File: src/rtl/vslc_pkg.sv
// Shared definitions for the VSLC program store: memory geometry, NOP opcode
// and the host-load FSM state type.
package vslc_pkg;

  localparam int         VSLC_PROG_DEPTH = 32;
  localparam int         VSLC_PROG_AW    = 5;
  localparam logic [7:0] VSLC_OP_NOP     = 8'h00;

  typedef enum logic [1:0] {
    LD_IDLE = 2'd0,
    LD_ADDR = 2'd1,
    LD_DATA = 2'd2
  } vslc_ld_state_t;

endpackage

File: src/rtl/vslc_sync2.sv
// Two-flop synchroniser with a selectable reset value, for bringing the host
// load pins into the clk domain.
module vslc_sync2 #(
  parameter logic RST_VAL = 1'b0
) (
  input  logic clk,
  input  logic rst_n,
  input  logic d,
  output logic q
);

  logic meta_q;
  logic sync_q;

  always_ff @(posedge clk or negedge rst_n) begin
    if (!rst_n) begin
      meta_q <= RST_VAL;
      sync_q <= RST_VAL;
    end else begin
      meta_q <= d;
      sync_q <= meta_q;
    end
  end

  assign q = sync_q;

endmodule

File: src/rtl/vslc_prog_store.sv
// VSLC program store: flop-based instruction memory answering core fetches,
// loaded over a 3-wire host link. Define VSLC_PROG_READBACK_EN for ld_miso readback.
//
//   state   | meaning
//   LD_IDLE | no frame; core may fetch
//   LD_ADDR | shifting in the 8-bit load address
//   LD_DATA | shifting in data bytes, write + auto-increment every 8 bits
module vslc_prog_store
  import vslc_pkg::*;
#(
  parameter int DEPTH = VSLC_PROG_DEPTH,
  parameter int AW    = VSLC_PROG_AW
) (
  input  logic       clk,
  input  logic       rst_n,
  input  logic       addr_strobe,
  input  logic [7:0] addr,
  output logic [7:0] rdata,
  output logic       rvalid,
  output logic       hold_core,
  input  logic       ld_cs_n,
  input  logic       ld_sck,
  input  logic       ld_mosi,
  output logic       ld_miso
);

  localparam logic [8:0]    DEPTH_W  = 9'(DEPTH);
  localparam logic [AW-1:0] PTR_LAST = AW'(DEPTH - 1);

  logic cs_s, sck_s, mosi_s;

  vslc_sync2 #(.RST_VAL(1'b1)) u_sync_cs   (.clk(clk), .rst_n(rst_n), .d(ld_cs_n), .q(cs_s));
  vslc_sync2 #(.RST_VAL(1'b0)) u_sync_sck  (.clk(clk), .rst_n(rst_n), .d(ld_sck),  .q(sck_s));
  vslc_sync2 #(.RST_VAL(1'b0)) u_sync_mosi (.clk(clk), .rst_n(rst_n), .d(ld_mosi), .q(mosi_s));

  vslc_ld_state_t state_q, state_d;
  logic [2:0]     bit_cnt_q, bit_cnt_d;
  logic [6:0]     shift_q, shift_d;
  logic [AW-1:0]  ptr_q, ptr_d, ptr_next;
  logic [7:0]     mem_q [DEPTH];
  logic [7:0]     mem_d [DEPTH];
  logic [7:0]     rdata_q, rdata_d, rd_word;
  logic           rvalid_q, rvalid_d;
  logic           sck_prev_q, cs_prev_q;
  logic [1:0]     warm_q, warm_d;
  logic           armed_q, armed_d;
  logic           sck_rise, cs_fall, cs_rise, wr_en;
  logic [7:0]     rx_byte;

  // The cs_n synchroniser leaves reset high; if the host holds cs_n low across
  // reset that would look like a fresh falling edge. Only arm frame detection
  // once cs_n has been genuinely observed high after the synchroniser settles.
  assign warm_d  = (warm_q == 2'd2) ? warm_q : warm_q + 2'd1;
  assign armed_d = armed_q | ((warm_q == 2'd2) & cs_s);

  assign sck_rise = sck_s & ~sck_prev_q;
  assign cs_fall  = armed_q & cs_prev_q & ~cs_s;
  assign cs_rise  = cs_s & ~cs_prev_q;
  assign rx_byte  = {shift_q, mosi_s};
  assign ptr_next = (ptr_q == PTR_LAST) ? '0 : ptr_q + AW'(1);

  always_comb begin
    state_d   = state_q;
    bit_cnt_d = bit_cnt_q;
    shift_d   = shift_q;
    ptr_d     = ptr_q;
    wr_en     = 1'b0;
    if (cs_rise) begin
      state_d = LD_IDLE;
    end else begin
      case (state_q)
        LD_IDLE: begin
          if (cs_fall) begin
            state_d   = LD_ADDR;
            bit_cnt_d = '0;
          end
        end
        LD_ADDR, LD_DATA: begin
          if (sck_rise) begin
            shift_d   = rx_byte[6:0];
            bit_cnt_d = bit_cnt_q + 3'd1;
            if (bit_cnt_q == 3'd7) begin
              if (state_q == LD_ADDR) begin
                ptr_d   = rx_byte[AW-1:0];
                state_d = LD_DATA;
              end else begin
                wr_en = 1'b1;
                ptr_d = ptr_next;
              end
            end
          end
        end
        default: state_d = LD_IDLE;
      endcase
    end
  end

  always_comb begin
    mem_d = mem_q;
    if (wr_en) mem_d[ptr_q] = rx_byte;
  end

  // Reads come from mem_q, so a same-edge write is not visible to the fetch.
  always_comb begin
    rd_word  = ({1'b0, addr} < DEPTH_W) ? mem_q[addr[AW-1:0]] : VSLC_OP_NOP;
    rvalid_d = addr_strobe;
    rdata_d  = addr_strobe ? rd_word : rdata_q;
  end

  always_ff @(posedge clk or negedge rst_n) begin
    if (!rst_n) begin
      state_q    <= LD_IDLE;
      bit_cnt_q  <= '0;
      shift_q    <= '0;
      ptr_q      <= '0;
      rdata_q    <= VSLC_OP_NOP;
      rvalid_q   <= 1'b0;
      sck_prev_q <= 1'b0;
      cs_prev_q  <= 1'b1;
      warm_q     <= '0;
      armed_q    <= 1'b0;
      for (int i = 0; i < DEPTH; i++) mem_q[i] <= VSLC_OP_NOP;
    end else begin
      state_q    <= state_d;
      bit_cnt_q  <= bit_cnt_d;
      shift_q    <= shift_d;
      ptr_q      <= ptr_d;
      rdata_q    <= rdata_d;
      rvalid_q   <= rvalid_d;
      sck_prev_q <= sck_s;
      cs_prev_q  <= cs_s;
      warm_q     <= warm_d;
      armed_q    <= armed_d;
      mem_q      <= mem_d;
    end
  end

  assign rdata     = rdata_q;
  assign rvalid    = rvalid_q;
  assign hold_core = (state_q != LD_IDLE);

`ifdef VSLC_PROG_READBACK_EN
  logic [7:0] sout_q, sout_d;
  logic       rb_load, sck_fall;

  assign sck_fall = ~sck_s & sck_prev_q;
  assign rb_load  = sck_rise & ~cs_rise & (bit_cnt_q == 3'd7) & (state_q != LD_IDLE);

  // No shift on the fall that follows a byte boundary, so the MSB of a freshly
  // loaded byte is still on ld_miso when the host samples the next sck rise.
  always_comb begin
    sout_d = sout_q;
    if (rb_load)
      sout_d = mem_d[ptr_d];
    else if (sck_fall && state_q == LD_DATA && bit_cnt_q != 3'd0)
      sout_d = {sout_q[6:0], 1'b0};
  end

  always_ff @(posedge clk or negedge rst_n) begin
    if (!rst_n) sout_q <= '0;
    else        sout_q <= sout_d;
  end

  assign ld_miso = sout_q[7];
`else
  assign ld_miso = 1'b0;
`endif

endmodule

File: config.mk
export PLATFORM = sky130hd
export DESIGN_NAME = vslc_prog_store
export DESIGN_NICKNAME = d
export VERILOG_FILES = /design/src/rtl/vslc_pkg.sv /design/src/rtl/vslc_sync2.sv /design/src/rtl/vslc_prog_store.sv
export SDC_FILE = /design/constraint.sdc
export NUM_CORES = 1
export LEC_CHECK = 0
export BUFFER_PORTS_ARGS = -buffer_cell sky130_fd_sc_hd__buf_2
export CORE_ASPECT_RATIO = 1.1
export CORE_MARGIN = 2
export CORE_UTILIZATION = 40
export CTS_BUF_LIST = sky130_fd_sc_hd__clkbuf_8
export DETAILED_ROUTE_END_ITERATION = 16
export HOLD_SLACK_MARGIN = 0.15
export MAX_ROUTING_LAYER = met4
export PLACE_DENSITY_LB_ADDON = 0.12
export SYNTH_ARGS = -nofsm -noshare
export SYNTH_HDL_FRONTEND = slang
export SYNTH_SLANG_ARGS = --single-unit
export TNS_END_PERCENT = 1
File: constraint.sdc
create_clock -name clk -period 2.7 [get_ports clk]
set_input_delay 0.135 -clock clk [delete_from_list [all_inputs] [get_ports clk]]
set_output_delay 0.135 -clock clk [all_outputs]
set_load 0.005 [all_outputs]
# Word level (Yosys, flattened, before mapping)
# Cells that the tools add are included.
dict set report op_classes {
  addsub 3
  magnitude_cmp 4
  n_eq_ne 11
  muxes 23
  bitwise 12
  reduce_logical 9
}
# cell count
set ops {}
lappend ops {{$bwmux 256} 1}
lappend ops {{$bmux 8 s5} 1}
lappend ops {{$demux 8 s5} 1}
lappend ops {{$mux 8} 4}
lappend ops {{$ge 6x6->1 const B} 2}
lappend ops {{$ne 3x3->1 const B} 4}
lappend ops {{$not 5->6} 2}
lappend ops {{$reduce_and 4->1} 3}
lappend ops {{$mux 2} 5}
lappend ops {{$mux 5} 2}
lappend ops {{$lt 8x6->1 const B} 1}
lappend ops {{$lt 6x1->1 const B} 1}
lappend ops {{$mux 3} 2}
lappend ops {{$pmux 3 s2} 1}
lappend ops {{$add 5x1->5 const B} 1}
lappend ops {{$and 1x1->1} 5}
lappend ops {{$eq 5x5->1 const B} 1}
lappend ops {{$mux 1} 5}
lappend ops {{$eq 2x2->1 const B} 2}
lappend ops {{$ne 2x2->1 const B} 2}
lappend ops {{$not 1->1} 4}
lappend ops {{$pmux 2 s2} 1}
lappend ops {{$reduce_bool 2->1} 2}
lappend ops {{$add 3x1->3 const B} 1}
lappend ops {{8 further kinds} 8}
dict set report word_totals {
  ff_bits 293
  output_inout_bits 11
}

# Depth between registers and ports, before layout
# Gate-level depths: netlist of run 1.
dict set report logic_depth {
  depth_word 6
  depth_mapped 8
  ltp_nobuf 6
}

# Modules after synthesis
# From an unflattened synthesis of run 1, not the netlist that was laid out.
dict set report hier_totals {
  cells_unflattened 931
  area_unflattened_um2 14092.3
}
# module instances cells_per_inst area_per_inst_um2
set by_module_without_submodules {}
lappend by_module_without_submodules {vslc_prog_store 1 925 13939.6}
lappend by_module_without_submodules {{vslc_sync2 (u_sync_mosi ...)} 2 2 50.0}
lappend by_module_without_submodules {{vslc_sync2 (u_sync_cs)} 1 2 52.6}

# Least setup slack after synthesis of run 1
# OpenSTA, ideal clock, no wires.
dict set report synth_path {
  kind {register to register}
  from {register state_q[0]}
  to {register mem_q[146] (netlist bit)}
  setup_ps 125
  t_arrival_ps 2057
  required_ps 2575
  slack_ps 518
  path_stages_with_launch 8
  n_path_buf 1
  synth_period_minus_slack_ps 2182
  cell_sequence {dfrtp_1 inv_1 ha_1 nand4_1 or3b_1 buf_6 nor2_8 mux2_2}
}
dict set report synth_between {
  elab_chain_cells 6
  word_cells_on_any_way 8
  classes_between {eq/ne: 2; mux: 5; reduce/logical: 1}
}
# element line
set synth_lines {}
lappend synth_lines {{from (decl)} vslc_prog_store.sv:36} ;# vslc_ld_state_t state_q, state_d;
lappend synth_lines {{from (signal assigned)} vslc_prog_store.sv:124} ;# state_q <= state_d;
lappend synth_lines {{$eq 2x1->1} {vslc_prog_store.sv:71, vslc_prog_store.sv:83}}
lappend synth_lines {{$mux 1} vslc_prog_store.sv:83} ;# if (state_q == LD_ADDR) begin
lappend synth_lines {{$mux 1} vslc_prog_store.sv:82} ;# if (bit_cnt_q == 3'd7) begin
lappend synth_lines {{$mux 1} vslc_prog_store.sv:79} ;# if (sck_rise) begin
lappend synth_lines {{$mux 1 *} vslc_prog_store.sv:71} ;# case (state_q)
lappend synth_lines {{$mux 1 *} vslc_prog_store.sv:68} ;# if (cs_rise) begin
lappend synth_lines {{to (signal assigned)} vslc_prog_store.sv:134} ;# mem_q <= mem_d;
lappend synth_lines {{to (decl)} vslc_prog_store.sv:40} ;# logic [7:0] mem_q [DEPTH];
# Every way passes the cells marked *; elsewhere a longest branch is shown, timed or not.
# A chain may end at the register's enable or synchronous reset.

# Worst setup path after layout of run 1
dict set report layout_path {
  from {register state_q[0]}
  to {register mem_q[150] (netlist bit)}
}
# Same word-level chain as after synthesis.

==> flow_summary.ini, run 1 <==
[clocking]
clkTransAtPathRegs_ns = 0.06
cts_tree = yes
holdBufCountCts = 12
cts_setup_buffers = 0
h-tree-depth = 2
clock_sinks = 293
cts_resized = 0
cts_made_buffers = 51
cts_buffer_depth = 3
cts_root_buffer = clkbuf_8
clock_latency_ns = 0.59

[timing]
setup_viol = 0
skew_ns = 0.0374
period_share = 0.900
max_clock_freq_ghz = 0.411
max-slew-margin-rel = 0.150
hold_violations = 0
finalSetupTns_ns = 0
timing_worst_slew_pin_value_ns = 1.27
rsz0062_at_grt = false
post-route-min-period_ns = 2.43
drv_slew = 0

[synthesis]
syn_inst = 928
synth_top_area_share = 0.515
synth.cell_area_sq_mm = 0.0141
synth_area_leaders = dfrtp_1 (51%), mux2_2 (21%), mux2i_1 (4.7%)
ys.flop_type = dfrtp_1
synth_seq_cells = 293
synth_xor_area_frac = 0.000621
yosys.area_share.simple = 0.0669
synth_area_per_cell_sq_um = 15.2
synth.net_count = 953
synth_fa_ha_area_frac = 0.00976
synth_edf_count = 0
synth_compound_area_frac = 0.0447
ys_warn_count = 0
synthMuxAreaShare = 0.324
ys_seq_area_frac = 0.520
synth_top_cell_by_area = dfrtp_1
async_flop_share = 1.00
ys_types = 50
synth_top_family_by_area = multiplexers

[setup_path]
startpoint_type = register
end_kind = register
crit_required_ns = 3.14
crit_chain = inv_1 -> ha_1 -> nand4_1 -> or3b_1 -> buf_4 -> nor2_8 -> mux2_2
crit_arrival_ns = 2.87
crit_type = register to register
cpMaxStageDelayCell = or3b_1
cp.buffers_inverters = 2
cpLargestDelayFamily = simple AND/OR/NAND/NOR gates
cp_max_fo = 8
critPathMaxStageDelay_ns = 0.44

[global_routing]
gr-max-usage-layer = met2
grtUsageMet3 = 0.0316
grt_max_degree = 86
grtUsageTotal = 0.190
grt_pass1_vias = 8486
grtUsageMet1 = 0.258
grtUsageMet2 = 0.300
grt_pass1_wl_mm = 51.8
antenna_found_initial = 0
overflow = 0

[final_layout]
nFillCells = 3189
fin_util = 0.455
syn_to_final_growth_pct = 12.7
layout-drive-gt1-share = 0.444
final_common_cell = dfrtp_1
layout_common_cells = dfrtp_1 (290), mux2_2 (259), clkbuf_8 (67)
antenna_cells = 0
nets = 1014

[min_path]
min_path_type = input pin to async pin

[drt]
route.detailed.drc = 0
first_iter_violations = 408
drtAntennaViolNets = 0
avgRoutedWirePerCell_um = 22.0
drt-total-wl_mm = 32.3
vias = 7862
firstDrtPassIters = 4
vias_per_cell = 5.34

[placement]
numPortBuffers = 23
place_congestion = 0.781
hpwl_mm = 20.7

[floorplanning]
num_rows = 72
initial_core_util = 0.403
top_level_ports = 25
die_h_um = 201
die_w_um = 183
die_area_sq_mm = 0.0368
core_area_sq_mm = 0.0350

[run]
maxCapViolCount = 0

[power]
ir_drop_v = 0.000304
p_leak_nw = 8.41
power_mw = 9.72
powerDensity_mw_per_mm2 = 611

[status]
status = finished clean
cell usage after synthesis, types with 2 or more instances:
| master | number |
|---|---|
| a211oi_1 | 3 |
| mux4_1 | 16 |
| dfstp_2 | 3 |
| nor2b_1 | 3 |
| inv_1 | 15 |
| o221ai_1 | 7 |
| buf_2 | 12 |
| mux4_2 | 16 |
| nor3b_1 | 2 |
| or3b_2 | 2 |
| mux2i_1 | 66 |
| dfrtp_1 | 290 |
| nor2_1 | 3 |
| nand3_1 | 5 |
| clkbuf_1 | 24 |
| o21ai_0 | 10 |
| a21oi_1 | 20 |
| a221oi_1 | 9 |
| nor4b_1 | 2 |
| nor2_8 | 32 |
| buf_1 | 7 |
| nand2_1 | 13 |
| ha_1 | 11 |
| buf_4 | 5 |
| dlygate4sd1_1 | 2 |
| or3b_1 | 4 |
| a22o_1 | 15 |
| and3_1 | 2 |
| buf_12 | 2 |
| o22ai_1 | 8 |
| nand3b_1 | 4 |
| a221oi_2 | 7 |
| mux2_1 | 19 |
| mux2_2 | 259 |
| nor3_1 | 2 |
| buf_6 | 12 |
| nand2b_1 | 3 |
routing by layer:
metal / routed length, um / part of all wire
met1: 15300 / 0.47
met2: 15400 / 0.48
met3: 1060 / 0.033
met4: 567 / 0.018
met5: 0 / 0
final timing paths:
kind	start	endpoint	slack, ns	depth (start not counted)
hold reg to reg	u_sync_mosi.meta_q	u_sync_mosi.q	0.35	0
hold / removal	rst_n	mem_q[125]	0.12	2
max in group asynchronous	rst_n	mem_q[45]	1.65	3
setup / recovery	state_q[0]	mem_q[150]	0.27	7
setup reg to reg	state_q[0]	mem_q[150]	0.27	7
min in group clk	ld_mosi	u_sync_mosi.meta_q	0.20	2
layout make-up:
type | instances | area (sq um) | area share
Timing Repair Buffer | 73 | 624 | 0.0393
Clock inverter | 24 | 108 | 0.00677
Clock buffer | 67 | 922 | 0.0580
Inverter | 15 | 56.3 | 0.00354
Tap cell | 444 | 556 | 0.0349
Sequential cell | 293 | 7340 | 0.461
Multi-Input combinational cell | 555 | 6300 | 0.396
power by group:
group	switching (mW)	internal (mW)	total (mW)	leakage, nW
clock	1.82	2.21	4.03	0.593
sequential	0.297	4.46	4.75	4.05
combinational	0.594	0.347	0.941	3.77
total	2.71	7.01	9.72	8.41
metrics by stage:
step | hold WS, ns | worst slack [ns] | std cells | area (sq um)
after floorplan | -0.161 | 0.518 | 928 | 14100
after detailed placement | 0.197 | 0.257 | 1368 | 14700
after global routing | 0.178 | 0.0970 | 1471 | 15900
after global placement | 0.202 | 0.299 | 1368 | 14700
final | 0.125 | 0.270 | 1471 | 15900
after CTS | 0.150 | 0.256 | 1471 | 15900
kinds of logic (layout without fill, tap and decap cells):
logic type / Yosys count / after routing
buffers and inverters: 80 / 179
AO/OA/AOI/OAI: 83 / 83
other: 1 / 1
XOR/XNOR: 1 / 1
multiplexers: 376 / 376
AND/OR/NAND/NOR: 83 / 83
flip-flops: 293 / 293
adder cells (fa/ha/maj): 11 / 11
worst reg2reg max path: cells and delay by family (launching register included):
family        cells  cell delay, ns
buf+inv           2            0.35
simple gates      3            0.90
mux               1            0.36
flops             1            0.40
fa+ha+maj         1            0.29
registers in the layout, indices dropped and copies added, names as in the netlist:
signal              flops
state_q                 2
cs_prev_q               1
u_sync_sck.q            1
rdata                   8
warm_q                  2
u_sync_sck.meta_q       1
shift_q                 7
bit_cnt_q               3
ptr_q                   5
u_sync_cs.meta_q        1
u_sync_mosi.meta_q      1
sck_prev_q              1
rvalid                  1
u_sync_mosi.q           1
armed_q                 1
mem_q                 256
u_sync_cs.q             1
Power figures use the tool's default switching activity.
==> run 2, diff against run 1 <==
--- a/config.mk
+++ b/config.mk
@@ -8,12 +8,12 @@
 export BUFFER_PORTS_ARGS = -buffer_cell sky130_fd_sc_hd__buf_2
 export CORE_ASPECT_RATIO = 1.1
 export CORE_MARGIN = 2
-export CORE_UTILIZATION = 40
+export CORE_UTILIZATION = 35
 export CTS_BUF_LIST = sky130_fd_sc_hd__clkbuf_8
 export DETAILED_ROUTE_END_ITERATION = 16
 export HOLD_SLACK_MARGIN = 0.15
 export MAX_ROUTING_LAYER = met4
-export PLACE_DENSITY_LB_ADDON = 0.12
+export PLACE_DENSITY = 0.5
 export SYNTH_ARGS = -nofsm -noshare
 export SYNTH_HDL_FRONTEND = slang
 export SYNTH_SLANG_ARGS = --single-unit
==> run 2 against run 1 <==
Effect of this change:
- critical path depth down 2
- clock skew down 0.0044 ns
- non-clock buffer count up 4
- sequential share of layout area down 0.56 points
- fmax down 2.6%
- worst setup slack worse by 0.066 ns
- power up 1.1%
- sequential power about the same
- largest power group unchanged
- highest routed layer unchanged
==> flow_summary.ini, run 2 (synthesis results as in run 1) <==
[floorplanning]
initial_core_util = 0.353
num_rows = 77
core_area_sq_mm = 0.0400
top_level_ports = 25
die_w_um = 195
die_area_sq_mm = 0.0419
die_h_um = 215

[clocking]
cts_resized = 0
cts_buffer_depth = 3
clock_sinks = 293
cts_tree = yes
h-tree-depth = 2
cts_root_buffer = clkbuf_8
clkTransAtPathRegs_ns = 0.06
cts_made_buffers = 52
clock_latency_ns = 0.62

[drt]
firstDrtPassIters = 4
avgRoutedWirePerCell_um = 22.0
met3WireLength_mm = 1.52
first_iter_violations = 319
wl_met1_mm = 15.9
vias = 7877
vias_per_cell = 5.10
wl_met2_mm = 15.8
route.detailed.drc = 0
drt-total-wl_mm = 34.0
top_layer = met4
drtAntennaViolNets = 0

[setup_path]
crit_arrival_ns = 3.00
worstSetupStartpoint = mem_q[136]
critPathMaxStageDelay_ns = 0.58
path_depth = 5
r2r_cells = 5
crit_required_ns = 3.20
crit_type = register to register
cpMaxStageDelayCell = mux4_1
cp.buffers_inverters = 1
cpLargestDelayFamily = multiplexers
crit_chain = mux4_1 -> mux2_2 -> a221oi_2 -> o22ai_1 -> dlygate4sd3_1
startpoint_type = register
cp_max_fo = 2
end_kind = register
rr_startpoint = mem_q[136]

[final_layout]
layout-drive-gt1-share = 0.452
layout_common_cells = dfrtp_1 (287), mux2_2 (259), clkbuf_8 (67)
final_common_cell = dfrtp_1
syn_to_final_growth_pct = 14.2
max_flop_register = mem_q
nets = 1019
largest_register_ffs = 256

[min_path]
holdPathStages = 4
hold_start = addr[2]
min_path_type = input pin to register

[power]
p_leak_nw = 8.46
powerDensity_mw_per_mm2 = 610
ir_drop_v = 0.000283
power_mw = 9.83

[timing]
post-route-min-period_ns = 2.50
max_clock_freq_ghz = 0.401
setup_viol = 0
finalSetupTns_ns = 0
drv_slew = 0
rsz0062_at_grt = false
max-slew-margin-rel = 0.429
skew_ns = 0.0331
timing_worst_slew_pin_value_ns = 0.857
hold-worst-slack_ns = 0.278
hold_violations = 0
period_share = 0.924

[global_routing]
overflow = 0
antenna_found_initial = 1
grt_pass1_wl_mm = 53.9
grt_pass1_vias = 8465
grt_max_degree = 44
grtUsageTotal = 0.176

[placement]
place_congestion = 0.751
numPortBuffers = 23
hpwl_mm = 21.3

[run]
maxCapViolCount = 0

[status]
status = finished clean
run 2: cell count changes in the layout (fill, tap and decap cells not counted), sizes merged:
cell / delta
buf: +2
inv: -5
diode: +1
clkinv: +5
bufinv: +1
dlygate4sd3: +2
run 2: stage by stage:
stage                     setup WS (ns)   util  instances  area (sq um)
after global routing              0.131  0.403       1546         16100
after CTS                         0.116  0.402       1544         16100
final                             0.204  0.403       1546         16100
after global placement            0.155  0.372       1437         14900
after detailed placement          0.144  0.372       1437         14900
after floorplan                   0.518      -        928         14100
run 2: where the power goes:
part / total [mW] / switching (mW) / internal (mW)
clock network: 4.17 / 1.86 / 2.31
logic: 0.898 / 0.588 / 0.309
registers: 4.76 / 0.298 / 4.46
run 2: path summary, 6_finish.rpt:
kind,slack (ns),end
min in group asynchronous,0.59,mem_q[41]
hold reg to reg,0.35,u_sync_sck.q
max in group asynchronous,1.52,mem_q[251]
setup / recovery,0.20,rdata[0]
hold / removal,0.28,rdata[7]
setup reg to reg,0.20,rdata[0]
run 2: worst min-delay path: cells and delay by family:
family,cells,cell delay (ns)
AOI/OAI and AO/OA,2,0.22
buffers and inverters,1,0.20
muxes,1,0.28
run 2: routing by layer:
metal  track usage  vias up
met2         0.265      132
met5             -        -
met1         0.235     4081
met4        0.0532        0
li1              -     3594
met3        0.0434       70
run 2: cell type report:
cell class | instances | area, sq um
Multi-Input combinational cell | 555 | 6300
Inverter | 15 | 56.3
Clock buffer | 67 | 922
Tap cell | 513 | 642
Sequential cell | 293 | 7340
Clock inverter | 25 | 139
Timing Repair Buffer | 77 | 704
Fill cell | 3739 | 23900
Antenna cell | 1 | 2.50
run 2: repair_timing:
item,4_1_cts,5_1_grt
endpoints found under the hold margin,305,0
endpoints found under the setup margin,0,97
setup buffers,0,1
hold buffers,15,0
